==> src/rtl/uart_rx_core.sv <==
// 8N1 UART receiver with 16x oversampling, sticky completion/error flags and a level delete strobe.
// Define UART_RX_PARITY_EN to receive 8E1 frames and drive rx_parity_error.
`timescale 1ns/1ps
module uart_rx_core #(
   parameter int OVERSAMPLE = 16,
   parameter int DATA_BITS  = 8
) (
   input  logic                 clk,
   input  logic                 reset,
   input  logic [9:0]           baudselect,
   input  logic                 RXD,
   input  logic                 rx_complete_del_flag,
   output logic [DATA_BITS-1:0] rx_data,
   output logic                 rx_complete_flag,
   output logic                 rx_busy,
   output logic                 rx_overrun,
   output logic                 rx_frame_error,
   output logic                 rx_parity_error
);
   localparam int SW = $clog2(OVERSAMPLE);
   localparam int BW = $clog2(DATA_BITS);
   localparam logic [SW-1:0] S_MID  = SW'(OVERSAMPLE/2 - 1);
   localparam logic [SW-1:0] S_END  = SW'(OVERSAMPLE - 1);
   localparam logic [BW-1:0] B_LAST = BW'(DATA_BITS - 1);

   typedef enum logic [2:0] {IDLE, START, DATA, PARITY, STOP} state_t;

   state_t               state, state_nxt;
   logic                 rxd_meta, rxd_s;
   logic [9:0]           tick_cnt;
   logic                 tick;
   logic [SW-1:0]        samp_cnt;
   logic [BW-1:0]        bit_cnt;
   logic [DATA_BITS-1:0] shreg;
   logic                 shift_en, stop_good, stop_bad;

   // >= rather than == so a lowered divisor never waits for a 10-bit wrap
   assign tick = (baudselect <= 10'd1) || (tick_cnt >= baudselect - 10'd1);

   always_ff @(posedge clk) begin
      if (reset) begin
         rxd_meta <= 1'b1;
         rxd_s    <= 1'b1;
         tick_cnt <= '0;
      end else begin
         rxd_meta <= RXD;
         rxd_s    <= rxd_meta;
         tick_cnt <= tick ? 10'd0 : tick_cnt + 10'd1;
      end
   end

   always_ff @(posedge clk) begin
      if (reset) state <= IDLE;
      else       state <= state_nxt;
   end

   always_comb begin
      state_nxt = state;
      if (tick) begin
         case (state)
            IDLE:   if (!rxd_s) state_nxt = START;
            START:  if (samp_cnt == S_MID) state_nxt = rxd_s ? IDLE : DATA;
`ifdef UART_RX_PARITY_EN
            DATA:   if (samp_cnt == S_END && bit_cnt == B_LAST) state_nxt = PARITY;
            PARITY: if (samp_cnt == S_END) state_nxt = STOP;
`else
            DATA:   if (samp_cnt == S_END && bit_cnt == B_LAST) state_nxt = STOP;
`endif
            STOP:   if (samp_cnt == S_END) state_nxt = IDLE;
            default: state_nxt = IDLE;
         endcase
      end
   end

   always_comb begin
      shift_en  = 1'b0;
      stop_good = 1'b0;
      stop_bad  = 1'b0;
      if (tick && samp_cnt == S_END) begin
         case (state)
            DATA:    shift_en = 1'b1;
            STOP:    begin stop_good = rxd_s; stop_bad = !rxd_s; end
            default: ;
         endcase
      end
   end

   // Sample counter restarts at start detection and again at mid start bit,
   // so every later sample lands 16 ticks apart near mid-bit.
   always_ff @(posedge clk) begin
      if (reset) begin
         samp_cnt <= '0;
         bit_cnt  <= '0;
      end else if (tick) begin
         if (state == IDLE || (state == START && samp_cnt == S_MID)) samp_cnt <= '0;
         else                                                        samp_cnt <= samp_cnt + SW'(1);
         if (state == START) bit_cnt <= '0;
         else if (shift_en)  bit_cnt <= bit_cnt + BW'(1);
      end
   end

   always_ff @(posedge clk) begin
      if (reset) begin
         shreg            <= '0;
         rx_data          <= '0;
         rx_complete_flag <= 1'b0;
         rx_overrun       <= 1'b0;
         rx_frame_error   <= 1'b0;
         rx_busy          <= 1'b0;
      end else begin
         rx_busy <= (state_nxt != IDLE);
         if (shift_en) shreg <= {rxd_s, shreg[DATA_BITS-1:1]};
         if (rx_complete_del_flag) begin
            rx_complete_flag <= 1'b0;
            rx_overrun       <= 1'b0;
            rx_frame_error   <= 1'b0;
         end
         if (stop_good) begin
            rx_data          <= shreg;
            rx_complete_flag <= 1'b1;
            if (rx_complete_flag) rx_overrun <= 1'b1;
         end
         if (stop_bad) rx_frame_error <= 1'b1;
      end
   end

`ifdef UART_RX_PARITY_EN
   logic par_bit;

   always_ff @(posedge clk) begin
      if (reset) begin
         par_bit         <= 1'b0;
         rx_parity_error <= 1'b0;
      end else begin
         if (tick && samp_cnt == S_END && state == PARITY) par_bit <= rxd_s;
         if (rx_complete_del_flag) rx_parity_error <= 1'b0;
         if (stop_good && ((^shreg) != par_bit)) rx_parity_error <= 1'b1;
      end
   end
`else
   assign rx_parity_error = 1'b0;
`endif

endmodule
==> config.mk <==
export PLATFORM = sky130hd
export DESIGN_NAME = uart_rx_core
export DESIGN_NICKNAME = d
export VERILOG_FILES = /design/src/rtl/uart_rx_core.sv
export SDC_FILE = /design/constraint.sdc
export NUM_CORES = 1
export LEC_CHECK = 0
export ABC_AREA = 1
export CORE_MARGIN = 4
export CORE_UTILIZATION = 59
export CTS_BUF_LIST = sky130_fd_sc_hd__clkbuf_8
export DETAILED_ROUTE_END_ITERATION = 12
export DONT_BUFFER_PORTS = 1
export PLACE_DENSITY_LB_ADDON = 0.15
export SLEW_MARGIN = 20
export SYNTH_ARGS = -nofsm -noshare
export SYNTH_HDL_FRONTEND = slang
export SYNTH_SLANG_ARGS = --single-unit
==> constraint.sdc <==
create_clock -name clk -period 6.05 [get_ports clk]
set_input_delay 0.9075 -clock clk [delete_from_list [all_inputs] [get_ports clk]]
set_output_delay 0.9075 -clock clk [all_outputs]
set_load 0.01 [all_outputs]
==> metrics.txt, run 1 <==
Synth cell types=34; DRT Pass-1 Iters=4; DP Wirelength=3030 µm; FF+latch count, synth=42; EDFF count, synth=0; root buf cell=clkbuf_8; Crit Path Category=primary input to flop; most common cell after layout, fill and taps aside=nand2_1; largest net degree at the start of global routing=19; kind of end point of the critical path=flop; Top FF cell, synth=dfxtp_1; clock buffer depth=2; setup ws final=3.07 ns; Crit path required time=6.25 ns; I/O pin count=27; die width=72.2 µm; H-tree depth=2; most frequent cells in the layout=73 x nand2_1, 55 x inv_1, 42 x dfxtp_1, 30 x nor2_1, 21 x nand3_1; CTS tree=done; Post-route DRC=0; Iteration-0 DRC Markers=50; crit path time final=2.98 ns; IO Port Bufs=0; CTS Sinks=42; largest fanout on the critical path=17; die area=5210 µm²; worst clock skew=0.0121 ns; crit start category=primary input; antenna violations before repair=0; vias in the first global route=1716; WL final=4070 µm; Fillers=376; total CTS buffers=5; unrepaired setup endpoints after global routing=no; register area share after synthesis=34.6%; post-synthesis net count=359; WHS=0.428 ns; Detail Route Antenna Nets=0; placed inst area=2420 µm²; status=finished clean; asr flop ratio synth=0%; FP Rows=23; CTS Hold Bufs=0; Final Power=484 µW; hold crit path type=flop to flop; pre-CTS setup slack=2.72 ns; Die H=72.2 µm; cell count after synthesis=329; Pleak=1.10 nW; vias=1824; diodes inserted=0; net total in the final layout=357; Area Overhead vs Synth=3.14%; power per cell area=193 nW/µm²; Clock Latency Late Sink=0.30 ns; worst vdd ir=0.151 mV; first-pass GRT wire length=7310 µm; Avg Cell Area, Syn=7.38 µm²; Final Hold Vio Count=0; crit share post-route=49.3%; routed len/inst=10.8 µm; Final setup violation count=0; Post-Syn Area=2430 µm²; core area=4000 µm²; All-Layer GR Usage=17.5%; Setup Buffers After CTS=0; share of layout cells above drive strength 1=14.0%; crit path DAT=3.18 ns; Max-Cap Viols=0; Yosys warnings=0; Post-CTS Resized=0; starting density of the core=60.7%; Fmax=0.335 GHz; global route total overflow=0; Finished Cell Area=2500 µm²; Final Max Slew Viols=0; gpl congestion=0.769; Clk pin slew, worst setup/hold paths=0.08 ns; Fin Setup TNS=0 ns; vias per cell=4.83
-- critical path, stage by stage --
cell and delay [ns]:
inv_1 0.09, ha_1 0.22, nand2_1 0.09, nor3_1 0.24
nand2_1 0.11, xor2_1 0.16, ha_1 0.27, nand2_1 0.05
nor2_1 0.13, nand3_1 0.13, nand3_4 0.23, nand3_2 0.25
o21ai_0 0.23, nor2_1 0.05
-- through the flow --
stage | utilization [%] | std cells
after floorplan | - | 329
after global placement | 60.5 | 370
after detailed placement | 60.5 | 370
after CTS | 62.6 | 378
after global routing | 62.6 | 378
final | 62.6 | 378
-- logic make-up (layout without fill, tap and decap cells) --
kind of cell | count (synthesis) | in the layout | share of synthesized area, %
fa+ha+maj | 16 | 16 | 8.24
xor+xnor | 10 | 10 | 3.61
buf+inv | 67 | 66 | 12.2
flops | 42 | 42 | 34.6
compound gates | 33 | 33 | 8.29
simple gates | 160 | 160 | 32.9
other cells | 1 | 1 | 0.154
-- cells in the mapped netlist (3+ instances only) --
library cell,n,share of area (%)
nand2_1,73,11
nand3_1,21,4.3
a21oi_1,13,2.7
nand4_1,3,0.77
inv_2,3,0.46
nor2_1,30,4.6
a21oi_2,9,3.2
nor2_2,6,1.5
xor2_1,3,1.1
xnor2_1,7,2.5
nor3_1,4,0.82
dfxtp_1,42,35
buf_2,3,0.62
ha_1,16,8.2
nand3_2,12,4.9
inv_1,54,8.3
o21ai_0,5,1.0
o21ai_1,4,0.82
-- state kept, by name, summed over array words and instances (netlist names) --
signal            flops
bit_cnt               3
rx_busy               1
rx_complete_flag      1
rx_data               8
rx_frame_error        1
rx_overrun            1
rxd_meta              1
rxd_s                 1
samp_cnt              4
shreg                 8
state                 3
tick_cnt             10
-- final cells by class --
class | count | area, µm² | area share (%)
Inverter | 58 | 223 | 8.89
Tap cell | 50 | 62.6 | 2.50
Clock buffer | 5 | 68.8 | 2.75
Sequential cell | 42 | 841 | 33.6
Clock inverter | 3 | 17.5 | 0.699
Multi-Input combinational cell | 220 | 1290 | 51.6
-- report_power, final --
group	internal (mW)	switching (mW)	total, mW	leakage [nW]
Combinational	0.0111	0.0160	0.0271	0.709
Sequential	0.279	0.00315	0.282	0.339
Clock	0.0797	0.0957	0.175	0.0493
-- final timing paths --
check / start / end / slack (ns) / depth (start not counted)
worst max-delay path: baudselect[0] / shreg[7]$_SDFFE_PP0P_ / 3.07 / 14
worst min-delay path: rxd_meta$_SDFF_PP1_ / rxd_s$_SDFF_PP1_ / 0.43 / 1
worst max register to register: tick_cnt[0]$_SDFF_PP0_ / rx_data[7]$_SDFFE_PP0P_ / 4.14 / 12
worst min register to register: rxd_meta$_SDFF_PP1_ / rxd_s$_SDFF_PP1_ / 0.43 / 1
-- routing by layer --
metal,global-route usage (%),up-vias,wire (µm)
li1,-,1020,-
met1,25.1,769,2180
met2,25.3,29,1640
met3,4.43,6,186
met4,6.47,0,68
met5,0,-,0
Note: power is estimated with default switching activity, not from simulation.
==> run 2, diff against run 1 <==
Clock period 6.05 ns to 3 ns, I/O delays scaled along.
==> run 2 against run 1 <==
Net effect: via count down 0.38%; sequential power up 100%; critical path depth unchanged; setup slack worse by 2.6 ns; first-iteration DRC count up 76%; clock power up 100%; global-route usage down 0.18 points; worst hold slack worse by 0.22 ns; utilization unchanged; critical endpoint unchanged; highest routed layer unchanged.
==> metrics.txt, run 2 (synthesis gave the netlist of run 1 again) <==
reg-to-reg critical path startpoint=tick_cnt[0]$_SDFF_PP0_; Max-Cap Viols=0 (unchanged); share of layout cells above drive strength 1=14.0% (unchanged); starting density of the core=60.7% (unchanged); largest fanout on the critical path=17 (unchanged); WHS=0.210 ns (-0.218 ns); biggest regs=tick_cnt x10, rx_data x8, shreg x8; largest net degree at the start of global routing=19 (unchanged); Final Max Slew Viols=0 (unchanged); Fmax=0.393 GHz; All-Layer GR Usage=17.3% (-0.18 points); CP max stage cell=ha_1; clock buffer depth=2 (unchanged); antenna violations before repair=0 (unchanged); crit path DAT=2.73 ns (-0.45 ns); worst clock skew=0.0120 ns (-0.000101 ns); Register-to-Register Path Depth=9 (-3); Post-route DRC=0 (unchanged); CTS Sinks=42 (unchanged); total CTS buffers=5 (unchanged); root buf cell=clkbuf_8; CTS tree=done; reg-to-reg setup timing slack=1.09 ns (-3.05 ns); final non-filler cell total=378 (unchanged); WL final=4070 µm (about the same); max reg flops=10 (unchanged); power per cell area=389 nW/µm² (+100%); Post-CTS Resized=0 (unchanged); Iteration-0 DRC Markers=88 (+76%); hold crit path type=primary input to flop; H-tree depth=2 (unchanged); crit-path leading delay family=simple AND/OR/NAND/NOR gates; Hold Path Depth=1 (unchanged); most common cell after layout, fill and taps aside=nand2_1; Die H=72.2 µm (unchanged); gpl congestion=0.769 (unchanged); max incr delay on CP=0.27 ns (about the same); CP cell instances=inv_1, ha_1, nand2_1, nor3_1, nand2_1, xor2_1, ha_1, nand2_1, nor2_1, nand3_1, nand3_4, nand3_2, o21ai_0, nor2_1; Worst R2R End=shreg[7]$_SDFFE_PP0P_; WHS Endpoint=shreg[3]$_SDFFE_PP0P_; crit path time final=2.54 ns; FP Rows=23 (unchanged); Fin Setup TNS=0 ns (unchanged); die width=72.2 µm (unchanged); net total in the final layout=357 (unchanged); vias=1817 (-0.38%); first-pass GRT wire length=7220 µm (-1.1%); IO Port Bufs=0 (unchanged); routed len/inst=10.8 µm (about the same); Crit Path Category=primary input to flop; DRT Pass-1 Iters=4 (unchanged); largest register by flop count=tick_cnt; launch point of the worst hold path=reset; vias per cell=4.81 (-0.38%); Detail Route Antenna Nets=0 (unchanged); Pleak=1.10 nW (unchanged); Final setup violation count=0 (unchanged); core area=4000 µm² (unchanged); Area Overhead vs Synth=3.14% (unchanged); crit start category=primary input; CP bufs+invs=1 (unchanged); Final Hold Vio Count=0 (unchanged); kind of end point of the critical path=flop; global route total overflow=0 (unchanged); Finished Cell Area=2500 µm² (unchanged); diodes inserted=0 (unchanged); crit share post-route=84.7%; Setup Buffers After CTS=0 (unchanged); Clock Latency Late Sink=0.29 ns (about the same); worst vdd ir=0.318 mV (+110%); most frequent cells in the layout=73 x nand2_1, 55 x inv_1, 42 x dfxtp_1, 30 x nor2_1, 21 x nand3_1; vias in the first global route=1705 (-0.64%); placed inst area=2420 µm² (unchanged); worst slew pin tran=0.509 ns; unrepaired setup endpoints after global routing=no; die area=5210 µm² (unchanged); status=finished clean; final core occ=62.6% (unchanged); I/O pin count=27 (unchanged); cell mode on critical path=nand2_1; DP Wirelength=3030 µm (about the same); Crit path required time=3.19 ns (-3.06 ns); Cells after DPL=370 (unchanged); CTS Hold Bufs=0 (unchanged); relative slew slack=66.0%; Clk pin slew, worst setup/hold paths=0.08 ns (about the same)
## run 2: cell counts in the layout (fill, tap and decap cells not counted)
No cell type changed its count.
## run 2: power by group
part | total (mW) | switching [mW] | internal [mW] | leakage, nW
combinational | 0.0546 | 0.0323 | 0.0223 | 0.709
sequential | 0.568 | 0.00638 | 0.562 | 0.339
clock | 0.350 | 0.189 | 0.161 | 0.0493
total | 0.973 | 0.228 | 0.745 | 1.10
## run 2: layer usage
layer	wire, µm	global-route usage, %
met2	1690	25.7
met3	174	4.43
met5	0	0
met1	2170	24.5
met4	45	5.85
## run 2: area by class of cell
cell class	count	area (µm²)
inverter	58	223
tap	50	62.6
multi-input combinational	220	1290
fill	367	1500
clock inverter	3	17.5
clock buffer	5	68.8
sequential	42	841
## run 2: through the flow
step,power (mW),setup slack (ns)
finish,0.973,0.459
global route,1.02,0.108
CTS,0.991,0.451
detailed placement,0.637,0.145
global placement,0.636,0.202
floorplan,0.632,0.451
## run 2: worst max-delay path by stage
stage	start	to	slack (ns)	depth (start not counted)
6_report	baudselect[0]	shreg[7]$_SDFFE_PP0P_	0.46	14
5_1_grt	baudselect[0]	rx_data[0]$_SDFFE_PP0P_	0.11	17
4_1_cts	baudselect[0]	shreg[7]$_SDFFE_PP0P_	0.45	14
3_5_place_dp	baudselect[0]	shreg[7]$_SDFFE_PP0P_	0.15	14
3_3_place_gp	baudselect[0]	shreg[7]$_SDFFE_PP0P_	0.20	14
2_1_floorplan	baudselect[0]	rx_data[7]$_SDFFE_PP0P_	0.45	17
## run 2: worst reg2reg max path, stage by stage (launching register included)
cell and delay, ns:
dfxtp_1 0.43, inv_1 0.07, ha_1 0.27, o21ai_1 0.07
nand2_1 0.07, nand3_1 0.11, nand3_4 0.23, nand3_2 0.27
o21ai_0 0.24, nor2_1 0.05
==> run 3, diff against run 2 <==
Settings changed: ABC_AREA 1 to 0.
Clock period 3 ns to 2.45 ns, I/O delays scaled along.
==> run 3 against run 2 <==
Net effect: the flow now finishes with violations (negative setup slack); synthesized area down 8.6%; setup slack worse by 0.72 ns; die area down 7.6%; register-to-register slack worse by 0.69 ns; cell count down 18%; clock-buffer cell count unchanged; synthesized cell count down 27%; total power up 48%; critical path type unchanged; largest power group unchanged.
==> metrics.txt, run 3 <==
setup ws final=-0.265 ns (-0.724 ns); largest register by flop count=tick_cnt; routed wl met2=2120 µm (+26%); CTS tree=done; metal3 WL=145 µm (-17%); status=complete, but fails checks; crit path time final=2.71 ns; Clk pin slew, worst setup/hold paths=0.08 ns (about the same); antenna violations before repair=0 (unchanged); root buf cell=clkbuf_8; vias per cell=5.66 (+18%); switching share of power=20.7% (-2.7 points); Final Hold Vio Count=0 (unchanged); Post-route DRC=0 (unchanged); largest fanout on the critical path=8 (-9); Synth cell types=47 (+38%); IO Port Bufs=0 (unchanged); Avg Cell Area, Syn=9.22 µm² (+25%); kind of end point of the critical path=flop; most frequent cells in the layout=42 x dfxtp_1, 27 x nand2_1, 18 x mux2i_1, 17 x buf_4, 16 x ha_1; vias in the first global route=1673 (-1.9%); P_sw=297 µW (+30%); Final Max Slew Viols=0 (unchanged); WHS=0.128 ns (-0.0819 ns); Synth area leaders=dfxtp_1 38%, ha_1 9.0%, mux2i_1 8.1%; DP Wirelength=3140 µm (+3.7%); post-synthesis net count=271 (-25%); Synth Area in Adders=9.01% (+0.77 points); EDFF count, synth=0 (unchanged); vias=1759 (-3.2%); starting density of the core=60.7% (about the same); Final setup violation count=40 (+40); I/O pin count=27 (unchanged); CTS Hold Bufs=0 (unchanged); Comb power frac=6.2% (+0.6 points); most common cell after layout, fill and taps aside=dfxtp_1; Die H=69.4 µm (-3.9%); power per cell area=537 nW/µm² (+38%); reg-to-reg critical path startpoint=tick_cnt[0]$_SDFF_PP0_; unrepaired setup endpoints after global routing=yes; mux contribution to synthesized area=8.11% (+8.1 points); total CTS buffers=5 (unchanged); P_int=1.14 mW (+53%); biggest regs=tick_cnt x10, rx_data x8, shreg x8; worst clock skew=0.0101 ns (-0.00192 ns); net total in the final layout=292 (-18%); H-tree depth=2 (unchanged); crit path DAT=2.95 ns (+0.22 ns); violated checks=negative setup slack; worst vdd ir=0.774 mV (+140%); Yosys warnings=0 (unchanged); WHS Endpoint=rx_frame_error$_SDFFE_PP0P_; hold crit path type=primary input to flop; routed len/inst=14.2 µm (+32%); global route total overflow=0 (unchanged); All-Layer GR Usage=19.5% (+2.2 points); max reg flops=10 (unchanged); top-count cell post-synth=dfxtp_1; Hold Path Depth=1 (unchanged); XOR/XNOR share of the synthesized area=6.31% (+2.7 points); Flop pwr share=48.4% (-10 points); wire length on met1=2100 µm (-3.0%); DRT Pass-1 Iters=4 (unchanged); CTS Sinks=42 (unchanged); Register-to-Register Path Depth=8 (-1); synth cell count leaders=42 x dfxtp_1, 28 x nand2_1, 18 x mux2i_1; Iteration-0 DRC Markers=148 (+68%); WL final=4430 µm (+8.8%); clock buffer depth=2 (unchanged); Clock Latency Late Sink=0.30 ns (about the same); Detail Route Antenna Nets=0 (unchanged); register area share after synthesis=37.9% (+3.2 points); share of layout cells above drive strength 1=20.5% (+6.5 points); Fmax=0.368 GHz; simple-gate share of the synthesized area=19.3% (-14 points); crit start category=primary input; Top FF cell, synth=dfxtp_1; Crit Path Category=primary input to flop; core area=3660 µm² (-8.5%); Post-Syn Area=2220 µm² (-8.6%); first-pass GRT wire length=7640 µm (+5.7%); crit share post-route=111%; gpl congestion=0.831 (+8.1%); diodes inserted=0 (unchanged); largest net degree at the start of global routing=23 (+4); post-synthesis compound-gate area fraction=15.3% (+7.0 points); cell count after synthesis=241 (-27%); FP Rows=22 (-4.3%); largest family of logic cells by synthesized area=simple AND/OR/NAND/NOR gates; reg-to-reg setup timing slack=0.40 ns (-0.69 ns); final core occ=73.0% (+10 points); Area Overhead vs Synth=20.4%; Pleak=1.09 nW (-1.1%); launch point of the worst hold path=reset; Synth area leader=dfxtp_1; asr flop ratio synth=0% (unchanged); FF+latch count, synth=42 (unchanged); top sig layer=met4; share of the synthesized area in the top cell type=37.9% (+3.2 points); Max-Cap Viols=0 (unchanged); Clock power frac=45.4% (+9.4 points); Worst R2R End=shreg[2]$_SDFFE_PP0P_; die width=69.4 µm (-3.9%); Crit path required time=2.69 ns (-0.50 ns); die area=4810 µm² (-7.6%)
[run 3: power groups by stage]
stage	logic (mW)	clock network, mW	registers (mW)
after floorplan	0.0649	0	0.709
after CTS	0.0896	0.664	0.695
final	0.0895	0.651	0.695
after global routing	0.0996	0.689	0.696
after global placement	0.0815	0	0.711
after detailed placement	0.0828	0	0.711
[run 3: critical path, cell delays in order]
cell,delay [ns]
or4_4,0.52
or3_4,0.37
nor2_2,0.10
xnor2_1,0.12
ha_1,0.27
a21oi_1,0.15
nand2_1,0.12
a221o_2,0.44
o21ai_4,0.17
buf_12,0.15
mux2i_1,0.17
[run 3: routing by layer]
layer / GRT usage (%) / up-vias
li1: - / 898
met1: 25.9 / 831
met2: 30.8 / 25
met3: 4.06 / 5
met4: 8.03 / 0
met5: 0 / -
[run 3: final cells by class]
type | instances | area, µm²
clock buffer | 5 | 68.8
sequential | 42 | 841
inverter | 8 | 30.0
tap | 48 | 60.1
multi-input combinational | 181 | 1380
timing repair buffer | 24 | 224
clock inverter | 3 | 68.8
fill | 275 | 987
[run 3: worst max path at each step]
stage / cells past startpoint / slack, ns / start / to
after floorplan: 11 / -0.72 / baudselect[2] / rx_overrun$_SDFF_PP0_
after global placement: 11 / -0.67 / baudselect[2] / shreg[3]$_SDFFE_PP0P_
after detailed placement: 11 / -0.74 / baudselect[2] / shreg[4]$_SDFFE_PP0P_
after CTS: 11 / -0.32 / baudselect[2] / shreg[2]$_SDFFE_PP0P_
after global routing: 11 / -0.41 / baudselect[2] / rx_data[7]$_SDFFE_PP0P_
final: 11 / -0.26 / baudselect[2] / shreg[2]$_SDFFE_PP0P_
[run 3: cells by family after synthesis]
kind of cell | Yosys count
multiplexers | 18
adder cells (fa/ha/maj) | 16
flip-flops | 42
AND/OR/NAND/NOR | 88
XOR/XNOR | 16
other | 1
AO/OA/AOI/OAI | 42
buffers and inverters | 18
[run 3: per-stage QoR]
step                instance area (µm²)  power (mW)  std cells  TNS (ns)  setup slack (ns)
floorplan                          2260       0.774        241    -24.13            -0.716
global placement                   2410       0.792        296    -23.98            -0.669
detailed placement                 2410       0.794        296    -25.30            -0.741
CTS                                2660        1.45        310     -9.77            -0.321
global route                       2670        1.48        311    -14.73            -0.409
finish                             2670        1.44        311     -9.19            -0.265
[run 3: timing repair]
action                                  CTS  global route
resized for setup                        16             2
buffers inserted                          5             1
pin swaps                                14             4
endpoints found under the setup margin   40            40
cloned                                    1             0
